### config.mk
export PLATFORM = sky130hd
export DESIGN_NAME = icache_line_fill
export DESIGN_NICKNAME = d
export VERILOG_FILES = /design/src/rtl/icache_pkg.sv /design/src/rtl/icache_line_buf.sv /design/src/rtl/icache_line_fill.sv
export SDC_FILE = /design/constraint.sdc
export NUM_CORES = 1
export LEC_CHECK = 0
export ABC_AREA = 1
export CORE_MARGIN = 1
export CORE_UTILIZATION = 30
export DETAILED_ROUTE_END_ITERATION = 10
export HOLD_SLACK_MARGIN = 0.05
export SYNTH_ARGS = -nofsm -noshare
export SYNTH_HDL_FRONTEND = slang
export SYNTH_SLANG_ARGS = --single-unit
### constraint.sdc
create_clock -name clk -period 8.18 [get_ports clk]
set_input_delay 2.454 -clock clk [delete_from_list [all_inputs] [get_ports clk]]
set_output_delay 2.454 -clock clk [all_outputs]
set_load 0.005 [all_outputs]
### src/rtl/icache_pkg.sv
// Shared constants and types for the instruction-cache line refill path.
package icache_pkg;

  localparam int unsigned LINE_BYTES = 64;
  localparam int unsigned WORD_W     = 64;
  localparam int unsigned BEATS      = LINE_BYTES * 8 / WORD_W;
  localparam int unsigned BEAT_W     = $clog2(BEATS);

  localparam logic [1:0] BURST_INCR = 2'b01;
  localparam logic [2:0] SIZE_8B    = 3'b011;
  localparam logic [1:0] RESP_OKAY  = 2'b00;

  typedef enum logic [1:0] {
    IDLE = 2'd0,
    ADDR = 2'd1,
    DATA = 2'd2,
    DONE = 2'd3
  } fill_state_e;

endpackage

### src/rtl/icache_line_buf.sv
// One cache line held as BEATS words: single write port, combinational read port.
module icache_line_buf
  import icache_pkg::*;
#(
  parameter int unsigned DATA_W = 64
) (
  input  logic              clk,
  input  logic              we,
  input  logic [BEAT_W-1:0] widx,
  input  logic [DATA_W-1:0] wdata,
  input  logic [BEAT_W-1:0] ridx,
  output logic [DATA_W-1:0] rdata
);

  logic [DATA_W-1:0] mem_q [BEATS];

  // Contents are only meaningful after a complete fill, so no reset.
  always_ff @(posedge clk) begin
    if (we) mem_q[widx] <= wdata;
  end

  assign rdata = mem_q[ridx];

endmodule

### src/rtl/icache_line_fill.sv
// AXI4 read master that refills one icache line with a single INCR burst and
// exposes the collected line by word index while done_o is high.
//
// state | meaning
// IDLE  | waiting for a refill request
// ADDR  | AR channel presented, waiting for arready
// DATA  | collecting R beats into the line buffer
// DONE  | line complete and readable, waiting for release
module icache_line_fill
  import icache_pkg::*;
#(
  parameter int unsigned ADDR_W = 64,
  parameter int unsigned DATA_W = 64,
  parameter int unsigned ID_W   = 4,
  parameter int unsigned AXI_ID = 0
) (
  input  logic              clk,
  input  logic              rst,
  input  logic              req_i,
  input  logic [ADDR_W-1:0] req_addr_i,
  input  logic [8:0]        fifo_idx_i,
  input  logic              fifo_done_i,
  output logic              done_o,
  output logic [DATA_W-1:0] data_o,
  output logic              err_o,
  output logic              arvalid,
  input  logic              arready,
  output logic [ADDR_W-1:0] araddr,
  output logic [7:0]        arlen,
  output logic [2:0]        arsize,
  output logic [1:0]        arburst,
  output logic [ID_W-1:0]   arid,
  input  logic              rvalid,
  output logic              rready,
  input  logic [DATA_W-1:0] rdata,
  input  logic [1:0]        rresp,
  input  logic              rlast,
  input  logic [ID_W-1:0]   rid
);

  localparam int unsigned OFS_W = $clog2(LINE_BYTES);

  fill_state_e       state_q, state_d;
  logic              arvalid_q, arvalid_d;
  logic              rready_q, rready_d;
  logic              err_q, err_d;
  logic              fdone_q, fdone_d;
  logic [BEAT_W-1:0] beat_cnt_q, beat_cnt_d;
  logic [ADDR_W-1:0] araddr_q, araddr_d;

  logic buf_we;
  logic r_hs;
  logic last_beat;
  logic fdone_rise;
  logic unused_addr_bits;

  assign r_hs       = rvalid && rready_q && (rid == ID_W'(AXI_ID));
  assign last_beat  = (beat_cnt_q == BEAT_W'(BEATS - 1));
  assign fdone_rise = fifo_done_i && !fdone_q;
  assign fdone_d    = fifo_done_i;

  always_comb begin
    state_d    = state_q;
    arvalid_d  = arvalid_q;
    rready_d   = rready_q;
    err_d      = err_q;
    beat_cnt_d = beat_cnt_q;
    araddr_d   = araddr_q;
    buf_we     = 1'b0;
    case (state_q)
      IDLE: begin
        if (req_i) begin
          araddr_d   = {req_addr_i[ADDR_W-1:OFS_W], {OFS_W{1'b0}}};
          arvalid_d  = 1'b1;
          err_d      = 1'b0;
          beat_cnt_d = '0;
          state_d    = ADDR;
        end
      end
      ADDR: begin
        if (arready) begin
          arvalid_d = 1'b0;
          rready_d  = 1'b1;
          state_d   = DATA;
        end
      end
      DATA: begin
        if (r_hs) begin
          buf_we     = 1'b1;
          beat_cnt_d = beat_cnt_q + BEAT_W'(1);
          if (rresp != RESP_OKAY) err_d = 1'b1;
          // The beat counter decides completion; a misplaced rlast only flags.
          if (rlast != last_beat) err_d = 1'b1;
          if (last_beat) begin
            rready_d = 1'b0;
            state_d  = DONE;
          end
        end
      end
      DONE: begin
        if (!req_i || fdone_rise) state_d = IDLE;
      end
      default: state_d = IDLE;
    endcase
  end

  always_ff @(posedge clk) begin
    if (rst) begin
      state_q    <= IDLE;
      arvalid_q  <= 1'b0;
      rready_q   <= 1'b0;
      err_q      <= 1'b0;
      fdone_q    <= 1'b0;
      beat_cnt_q <= '0;
      araddr_q   <= '0;
    end else begin
      state_q    <= state_d;
      arvalid_q  <= arvalid_d;
      rready_q   <= rready_d;
      err_q      <= err_d;
      fdone_q    <= fdone_d;
      beat_cnt_q <= beat_cnt_d;
      araddr_q   <= araddr_d;
    end
  end

  icache_line_buf #(.DATA_W(DATA_W)) u_line_buf (
    .clk   (clk),
    .we    (buf_we),
    .widx  (beat_cnt_q),
    .wdata (rdata),
    .ridx  (fifo_idx_i[8:6]),
    .rdata (data_o)
  );

  assign unused_addr_bits = ^{req_addr_i[OFS_W-1:0], fifo_idx_i[5:0]};

  assign done_o  = (state_q == DONE);
  assign err_o   = err_q;
  assign arvalid = arvalid_q;
  assign rready  = rready_q;
  assign araddr  = araddr_q;
  assign arlen   = 8'(BEATS - 1);
  assign arsize  = SIZE_8B;
  assign arburst = BURST_INCR;
  assign arid    = ID_W'(AXI_ID);

endmodule

==> run summary, run 1 <==
status: finished, final reports clean
GRT overflow: 0
final period utilization: 0.853
Setup Buffers After CTS: 0
startpoint type of the worst setup path: primary input
Routability Congestion: 0.888
critical path type: primary input to primary output
most common cell after layout, fill and taps aside: nor2_1
total CTS buffers: 61
via count: 15,000
met3 wire length: 3920 um
clock slew at reported path FFs: 0.06 ns
first-pass GRT wire length: 85,500 um
dpl hpwl: 31,500 um
# IOs: 299
Rel. slew slack: 0.334
Syn. warnings: 0
Remaining DRCs: 0
FP Rows: 100
Hold Buf Count CTS: 0
CP max FO: 117
CTS resizes: 0
Die Wd: 277 um
Min-Delay Path Class: register to register
worst slew pin tran: 0.997 ns
Hold Vio Cnt, Final: 0
vias in the first global route: 14,900
MaxCap Viol Count: 0
Top Metal Used: met5
Via density: 4.67
Routed Wire Length: 55,900 um
Fmax: 143 MHz
chip height: 277 um
full die area: 76,800 um2
Post-Synthesis Cells: 1,944
distinct cell type count after synthesis: 22
TritonCTS clock tree: yes
wl on met1: 24,300 um
Initial Util: 0.304
unrepaired setup endpoints after global routing: no
#FFs+latches synth: 579
CORE AREA: 74,700 um2
syn_area_per_cell: 11.7 um2
post-synthesis cell area: 22,700 um2
max-slew violation count: 0
worst-skew pair later-pin latency: 0.60 ns
initial antenna violation count: 5
routed wl met2: 26,700 um
CP Capture Type: primary output
endpoints failing setup: 0
post-route ant nets: 0
Area growth, synth to finish: 24.5%
layout cells sized above 1: 0.0612
Final Skew: 0.0122 ns
Worst EP arrival: 4.53 ns
Final nets: 2,344
commonest cells after routing, fill and taps aside: 513 x nor2_1, 512 x edfxtp_1, 311 x o21ai_0, 260 x clkdlybuf4s50_1, 211 x nand2_1
clock root buffer: clkbuf_16
DR WL/cell: 17.4 um
Util after Layout: 0.378
Leakage: 9.65 nW
Sink Count: 579
Peak VDD IR: 0.179 mV
H-tree depth: 2
Port Buffers: 263
maximum clock insertion buffer count: 3
Tmin final: 6.98 ns
sequential element share of the synthesized area: 0.737
PwrDens: 243 nW/um2
Initial DRT Pass Iterations: 5
largest net degree at the start of global routing: 149
required time of the worst setup path: 5.73 ns
final setup TNS: 0 ns
Total GRT Usage: 0.144
initial DRC count: 1,133
## path summary, 6_finish.rpt
check | slack, ns | start | endpoint | depth (start not counted)
setup / recovery | 1.20 | fifo_idx_i[6] | data_o[38] | 8
hold / removal | 0.46 | err_o | err_o | 2
setup reg to reg | 5.46 | state_q[0] | u_line_buf.mem_q[0][29] | 7
hold reg to reg | 0.46 | err_o | err_o | 2
## registers in the layout, summed over array words and instances, names as in the netlist
name / flops
state_q: 2
fdone_q: 1
beat_cnt_q: 3
rready: 1
araddr: 58
err_o: 1
arvalid: 1
u_line_buf.mem_q: 512
## cell type report
| class | count | area (um2) |
|---|---|---|
| diodes | 1 | 2.50 |
| clock buffers | 84 | 1670 |
| clock inverters | 30 | 292 |
| fillers | 6981 | 46400 |
| inverters | 20 | 83.8 |
| multi-input cells | 1227 | 5310 |
| flip-flops and latches | 579 | 16700 |
| well taps | 969 | 1210 |
| repair buffers | 298 | 2970 |
## cell usage after synthesis
master,count,area share
nand2_1,211,0.035
conb_1,2,0.00033
a21oi_1,7,0.0015
o21ai_0,311,0.069
o211ai_1,1,0.00033
inv_2,3,0.00050
o21ai_1,135,0.030
dfxtp_1,67,0.059
nor2_1,515,0.085
buf_1,9,0.0015
buf_8,1,0.00066
clkbuf_1,76,0.013
or2_2,1,0.00028
buf_2,20,0.0044
ha_1,7,0.0039
buf_6,9,0.0045
buf_4,24,0.0079
nand4_1,6,0.0017
nor3_1,6,0.0013
inv_1,17,0.0028
nand3_1,4,0.00088
edfxtp_1,512,0.68
## worst max-delay path: stages
cell and delay, ns:
buf_6 0.16, inv_8 0.46, buf_12 0.34, nor2_1 0.08
o21ai_1 0.15, nand2_1 0.08, nand2_1 0.12, clkdlybuf4s50_1 0.51
## per-stage QoR
step | worst slack [ns] | hold WS [ns] | total power, W | instance area, um2 | instances
floorplan | 0.375 | 0.444 | 0.00382 | 22800 | 1965
detailed placement | 1.19 | 0.445 | 0.00424 | 26300 | 3093
global route | 1.04 | 0.487 | 0.00716 | 28300 | 3207
global placement | 1.25 | 0.440 | 0.00422 | 26300 | 3093
finish | 1.20 | 0.458 | 0.00686 | 28300 | 3208
CTS | 1.19 | 0.461 | 0.00695 | 28300 | 3207
## metal layers
layer / up-vias / GRT usage
li1: 7215 / -
met1: 7237 / 0.179
met2: 431 / 0.245
met3: 75 / 0.0420
met4: 8 / 0.0352
met5: - / 0
## power by group
| part | switching [W] | internal (W) | leakage, nW | total, W |
|---|---|---|---|---|
| sequential | 0.0000487 | 0.00330 | 5.15 | 0.00335 |
| combinational | 0.000447 | 0.000384 | 3.54 | 0.000831 |
| clock | 0.00110 | 0.00158 | 0.958 | 0.00268 |
## logic make-up after synthesis
kind of cell	synth area share
compound gates	0.100
fa+ha+maj	0.00386
buf+inv	0.0348
flops	0.737
other cells	0.000331
simple gates	0.124
Note: power is estimated with default switching activity, not from simulation.
==> inputs of run 2 (changes only) <==
--- a/config.mk
+++ b/config.mk
@@ -5,9 +5,8 @@
 export SDC_FILE = /design/constraint.sdc
 export NUM_CORES = 1
 export LEC_CHECK = 0
-export ABC_AREA = 1
-export CORE_MARGIN = 1
-export CORE_UTILIZATION = 30
+export CORE_MARGIN = 2
+export CORE_UTILIZATION = 40
 export DETAILED_ROUTE_END_ITERATION = 10
 export HOLD_SLACK_MARGIN = 0.05
 export SYNTH_ARGS = -nofsm -noshare
==> run 2 against run 1 <==
Compared with the run above: non-clock buffer count down 9; sequential cell count unchanged; via count down 27%; total power down 4.2%; sequential share of layout area up 2.1 points.
==> run summary, run 2 <==
Min-Delay Path Class: register to register
multi-input logic area: 4890 um2 (-8.0%)
Routability Congestion: 0.729 (-18%)
Hold EP: araddr[18]
worst r2r dst: u_line_buf.mem_q[3][46]
CP bufs+invs: 3 (-1)
Die Wd: 238 um (-14%)
Most flops, register: u_line_buf.mem_q
max-slew violation count: 0 (unchanged)
H-tree depth: 2 (unchanged)
Post-Synthesis Cells: 1,090 (-44%)
Leakage: 8.79 nW (-8.9%)
Total GRT Usage: 0.164 (+0.0202)
Peak VDD IR: 0.158 mV (-12%)
number of flip-flops in the largest register: 512 (unchanged)
top-area cell type share of the netlist area: 0.700 (+0.0227)
EDFF count, synth: 512 (unchanged)
worst r2r src: rready
CP Capture Type: primary output
DR WL/cell: 21.9 um (+26%)
#FFs+latches synth: 579 (unchanged)
required time of the worst setup path: 5.73 ns (about the same)
critical path type: primary input to primary output
unrepaired setup endpoints after global routing: no
syn_area_per_cell: 20.1 um2 (+73%)
largest net degree at the start of global routing: 61 (-59%)
clock slew at reported path FFs: 0.06 ns (about the same)
Rel. slew slack: 0.269 (-0.0654)
# IOs: 299 (unchanged)
Synth area leaders: edfxtp_1 70%, mux4_2 13%, dfxtp_1 6.1%, mux2_2 3.3%, nand2_1 2.0%
Initial Util: 0.406 (+0.103)
most frequent cell after synthesis: edfxtp_1
Hold Vio Cnt, Final: 0 (unchanged)
Syn. warnings: 0 (unchanged)
clock root buffer: clkbuf_16
post-route ant nets: 0 (unchanged)
Slowest-stage cell, CP: mux4_2
maximum clock insertion buffer count: 3 (unchanged)
Setup Buffers After CTS: 0 (unchanged)
endpoints failing setup: 0 (unchanged)
GRT overflow: 0 (unchanged)
vias in the first global route: 11,600 (-22%)
ys flop type: edfxtp_1
leading area contributor after synthesis: edfxtp_1
Final Skew: 0.0100 ns (-0.00223 ns)
via count: 11,000 (-27%)
first-pass GRT wire length: 69,700 um (-18%)
CP max FO: 40 (-66%)
Tmin final: 7.13 ns (+0.147 ns)
cells along the critical path: clkbuf_8 -> buf_4 -> mux4_2 -> mux2_2 -> clkdlybuf4s50_1
post-synthesis cell area: 22,000 um2 (-3.2%)
total CTS buffers: 60 (-1.6%)
CORE AREA: 54,000 um2 (-28%)
commonest cells after routing, fill and taps aside: 512 x edfxtp_1, 259 x clkdlybuf4s50_1, 128 x mux4_2, 118 x nand2_1, 67 x dfxtp_1
PwrDens: 241 nW/um2 (-0.72%)
asr flop ratio synth: 0 (unchanged)
fillers: 4,428 (-37%)
Min-Delay Startpoint: araddr[18]
Area growth, synth to finish: 24.2%
Worst R2R Path Depth: 6 (-1)
Port Buffers: 263 (unchanged)
Sink Count: 579 (unchanged)
Crit path max-delay family: buffers and inverters
diodes inserted: 0 (-1)
sequential element share of the synthesized area: 0.761 (+0.0246)
worst slew pin tran: 1.09 ns (+0.0957 ns)
full die area: 56,800 um2 (-26%)
final period utilization: 0.871 (+0.0180)
Remaining DRCs: 0 (unchanged)
Hold Buf Count CTS: 0 (unchanged)
R2R setup slack: 5.00 ns (-0.46 ns)
FP Rows: 85 (-15%)
Fmax: 140 MHz (-2.1%)
distinct cell type count after synthesis: 34 (+55%)
TritonCTS clock tree: yes
Final nets: 1,540 (-34%)
crit path from: fifo_idx_i[6]
Util after Layout: 0.505 (+0.127)
Via density: 5.15 (+10%)
CTS resizes: 0 (unchanged)
initial DRC count: 690 (-39%)
initial antenna violation count: 0 (-5)
register area: 16,700 um2 (unchanged)
chip height: 238 um (-14%)
Commonest cells post-synth: 512 x edfxtp_1, 128 x mux4_2, 119 x nand2_1, 67 x dfxtp_1
final setup TNS: 0 ns (unchanged)
layout cells sized above 1: 0.223 (+0.162)
most common cell after layout, fill and taps aside: edfxtp_1
worst-skew pair later-pin latency: 0.61 ns (about the same)
status: finished, final reports clean
MaxCap Viol Count: 0 (unchanged)
Routed Wire Length: 46,700 um (-17%)
startpoint type of the worst setup path: primary input
dpl hpwl: 26,000 um (-17%)
cell count of the worst hold path: 2 (unchanged)
Worst EP arrival: 4.67 ns (+0.14 ns)
Initial DRT Pass Iterations: 5 (unchanged)
crit-path max cell delay: 0.55 ns (+0.04 ns)
run 2: how the worst max path moves through the flow:
stage	cells after the start	end	slack, ns
after CTS	5	data_o[28]	0.99
after global routing	5	data_o[28]	0.92
after floorplan	4	u_line_buf.mem_q[0][0]	0.04
after global placement	5	data_o[28]	1.00
final	5	data_o[28]	1.05
after detailed placement	5	data_o[28]	1.0
run 2: power by group:
part | internal, W | total [W] | switching (W)
combinational | 0.000347 | 0.000660 | 0.000313
clock | 0.00151 | 0.00260 | 0.00109
sequential | 0.00328 | 0.00332 | 0.0000393
run 2: metal layers:
metal | wire length (um) | vias up | global-route usage
li1 | - | 4904 | -
met2 | 22500 | 310 | 0.269
met4 | 612 | 0 | 0.0337
met1 | 20400 | 5691 | 0.221
met3 | 3140 | 57 | 0.0450
met5 | 0 | - | 0
run 2: metrics by stage:
step                      hold WS, ns  instances  total power [W]  worst slack, ns  instance area [um2]
final                           0.452       2127          0.00658             1.05                27300
after global routing            0.467       2127          0.00684            0.916                27300
after CTS                       0.455       2127          0.00666            0.994                27300
after detailed placement        0.448       2017          0.00405            0.997                25400
after global placement          0.443       2017          0.00404             1.00                25400
after floorplan                 0.453       1111          0.00371           0.0443                22000
run 2: logic make-up after synthesis:
kind of cell               count (synthesis)  share of synthesized area
adders and majority gates                  7                    0.00399
AOI/OAI and AO/OA                         77                     0.0190
muxes                                    192                      0.164
other                                      2                   0.000342
and+or+nand+nor                          149                     0.0285
xor gates and xnor gates                   1                   0.000399
buffers and inverters                     83                     0.0226
DFF                                      579                      0.761
run 2: final cells by class:
cell class,instances,share of cell area
Sequential cell,579,0.613
Tap cell,696,0.0319
Clock buffer,75,0.0603
Multi-Input combinational cell,449,0.179
Timing Repair Buffer,289,0.106
Clock inverter,35,0.00981
Inverter,4,0.000550
run 2: worst min-delay path, cell delays in order (launching register included):
cell and delay, ns:
dfxtp_1 0.31, nand2_1 0.05, a21oi_1 0.05
==> inputs of run 3 (changes only) <==
--- a/config.mk
+++ b/config.mk
@@ -7,8 +7,10 @@
 export LEC_CHECK = 0
 export CORE_MARGIN = 2
 export CORE_UTILIZATION = 40
+export CTS_CLUSTER_DIAMETER = 100
 export DETAILED_ROUTE_END_ITERATION = 10
 export HOLD_SLACK_MARGIN = 0.05
+export SETUP_SLACK_MARGIN = 0.05
 export SYNTH_ARGS = -nofsm -noshare
 export SYNTH_HDL_FRONTEND = slang
 export SYNTH_SLANG_ARGS = --single-unit
==> run 3 against run 2 <==
Compared with the run above: die area is the same; clock-buffer cell count increased by 14; critical path type unchanged; core utilization barely moved; routed wire length is 0.77% higher; total power down 0.65%; critical path depth unchanged.
==> run summary, run 3 (synthesized netlist as in run 2, its figures left out) <==
Initial DRT Pass Iterations: 5 (unchanged)
dpl hpwl: 26,700 um (+2.6%)
CTS resizes: 0 (unchanged)
Setup Buffers After CTS: 0 (unchanged)
status: finished, final reports clean
clock root buffer: clkbuf_16
PwrDens: 240 nW/um2 (-0.60%)
Leakage: 8.74 nW (-0.56%)
Post-Layout Cell Count: 2,127 (unchanged)
Fmax: 141 MHz (+0.82%)
MaxCap Viol Count: 0 (unchanged)
H-tree depth: 2 (unchanged)
critical path type: primary input to primary output
max-slew violation count: 0 (unchanged)
Area growth, synth to finish: 24.2% (about the same)
share of total power in combinational logic: 0.101 (about the same)
TritonCTS clock tree: yes
final period utilization: 0.864 (-0.00708)
fillers: 4,380 (-1.1%)
initial antenna violation count: 1 (+1)
Initial Util: 0.406 (unchanged)
worst r2r dst: u_line_buf.mem_q[1][17]
Worst R2R Path Depth: 6 (unchanged)
unrepaired setup endpoints after global routing: no
CP max FO: 39 (-2.5%)
Remaining DRCs: 0 (unchanged)
clock slew at reported path FFs: 0.06 ns (about the same)
required time of the worst setup path: 5.73 ns (about the same)
via count: 10,900 (-0.22%)
Worst EP arrival: 4.62 ns (-0.05 ns)
Die Wd: 238 um (unchanged)
startpoint type of the worst setup path: primary input
share of power burned in registers: 0.508 (+0.003)
Min-Delay Startpoint: araddr[34]
Min-Delay Path Class: register to register
initial DRC count: 600 (-13%)
most common cell after layout, fill and taps aside: edfxtp_1
Hold Vio Cnt, Final: 0 (unchanged)
final setup TNS: 0 ns (unchanged)
Hold EP: araddr[34]
Sink Count: 579 (unchanged)
FP Rows: 85 (unchanged)
Peak VDD IR: 0.177 mV (+13%)
largest net degree at the start of global routing: 61 (unchanged)
worst slew pin tran: 1.13 ns (+0.0352 ns)
Rel. slew slack: 0.248 (-0.0209)
Placed Cells: 2,015 (-0.099%)
Sw Ratio: 0.221 (+0.00259)
layout cells sized above 1: 0.218 (-0.00459)
full die area: 56,800 um2 (unchanged)
worst r2r src: rready
Routability Congestion: 0.753 (+3.2%)
endpoints failing setup: 0 (unchanged)
cell count of the worst hold path: 2 (unchanged)
Tmin final: 7.07 ns (-0.0579 ns)
first-pass GRT wire length: 70,000 um (+0.49%)
post-place setup slack: 1.05 ns (+0.0557 ns)
Via density: 5.14 (-0.22%)
R2R setup slack: 4.90 ns (-0.10 ns)
clock power share: 0.391 (-0.004)
Final Skew: 0.0153 ns (+0.00525 ns)
Most flops, register: u_line_buf.mem_q
switching pwr: 0.00145 W (+0.53%)
CP Capture Type: primary output
CORE AREA: 54,000 um2 (unchanged)
worst-skew pair later-pin latency: 0.62 ns (about the same)
Routed Wire Length: 47,000 um (+0.77%)
vias in the first global route: 11,500 (-0.49%)
Final nets: 1,538 (-0.13%)
Int Power: 0.00509 W (-0.98%)
Total GRT Usage: 0.166 (+0.00151)
GRT overflow: 0 (unchanged)
commonest cells after routing, fill and taps aside: 512 x edfxtp_1, 259 x clkdlybuf4s50_1, 128 x mux4_2, 118 x nand2_1, 67 x dfxtp_1
maximum clock insertion buffer count: 3 (unchanged)
Hold Buf Count CTS: 0 (unchanged)
Port Buffers: 263 (unchanged)
number of flip-flops in the largest register: 512 (unchanged)
# IOs: 299 (unchanged)
post-route ant nets: 0 (unchanged)
total CTS buffers: 60 (unchanged)
final worst slack: 1.11 ns (+0.0579 ns)
chip height: 238 um (unchanged)
DR WL/cell: 22.1 um (+0.77%)
==> run 3: cell types whose count changed in the layout (fill, tap and decap cells not counted), moves of 3 or more <==
| cell | before | now |
|---|---|---|
| clkinv_1 | 17 | 10 |
| buf_4 | 23 | 17 |
| buf_12 | 5 | 8 |
| clkbuf_1 | 8 | 20 |
| clkinv_2 | 12 | 6 |
==> run 3: worst max-delay path, cell delays in order <==
cell             delay (ns)
buf_8                  0.39
buf_4                  0.39
mux4_2                 0.54
mux2_2                 0.27
clkdlybuf4s50_1        0.50
==> run 3: worst max-delay path by stage <==
stage	from	to	slack [ns]
2_1_floorplan	rid[0]	u_line_buf.mem_q[4][0]	1.76
3_3_place_gp	fifo_idx_i[6]	data_o[54]	1.05
3_5_place_dp	fifo_idx_i[6]	data_o[55]	1.05
4_1_cts	fifo_idx_i[6]	data_o[54]	1.05
5_1_grt	fifo_idx_i[6]	data_o[54]	0.95
6_report	fifo_idx_i[6]	data_o[54]	1.11
==> run 3: power groups by stage <==
stage               sequential, W  combinational, W  clock, W
global route              0.00332          0.000724   0.00275
finish                    0.00332          0.000660   0.00256
detailed placement        0.00338          0.000669         0
floorplan                 0.00338          0.000327         0
CTS                       0.00332          0.000671   0.00263
global placement          0.00338          0.000663         0
==> run 3: layout make-up <==
cell class	instances	area (um2)	share of cell area
diodes	2	5.00	0.000184
clock buffers	89	1690	0.0621
clock inverters	21	160	0.00587
inverters	4	15.0	0.000551
multi-input cells	449	4900	0.180
flip-flops and latches	579	16700	0.613
well taps	696	871	0.0319
repair buffers	287	2910	0.107
==> run 3: layer usage <==
metal / vias to the layer above / routed length (um) / track usage
met4: 2 / 724 / 0.0354
met3: 57 / 3240 / 0.0482
met2: 306 / 23400 / 0.279
met1: 5659 / 19600 / 0.214
li1: 4914 / - / -
met5: - / 13 / 0
==> run 3: per-stage QoR <==
stage	utilization	total power (W)	hold slack, ns	area [um2]
3_3_place_gp	0.470	0.00404	0.442	25400
3_5_place_dp	0.470	0.00405	0.446	25400
6_report	0.505	0.00653	0.454	27300
4_1_cts	0.505	0.00662	0.454	27300
5_1_grt	0.505	0.00680	0.471	27300
2_1_floorplan	-	0.00371	0.453	22000
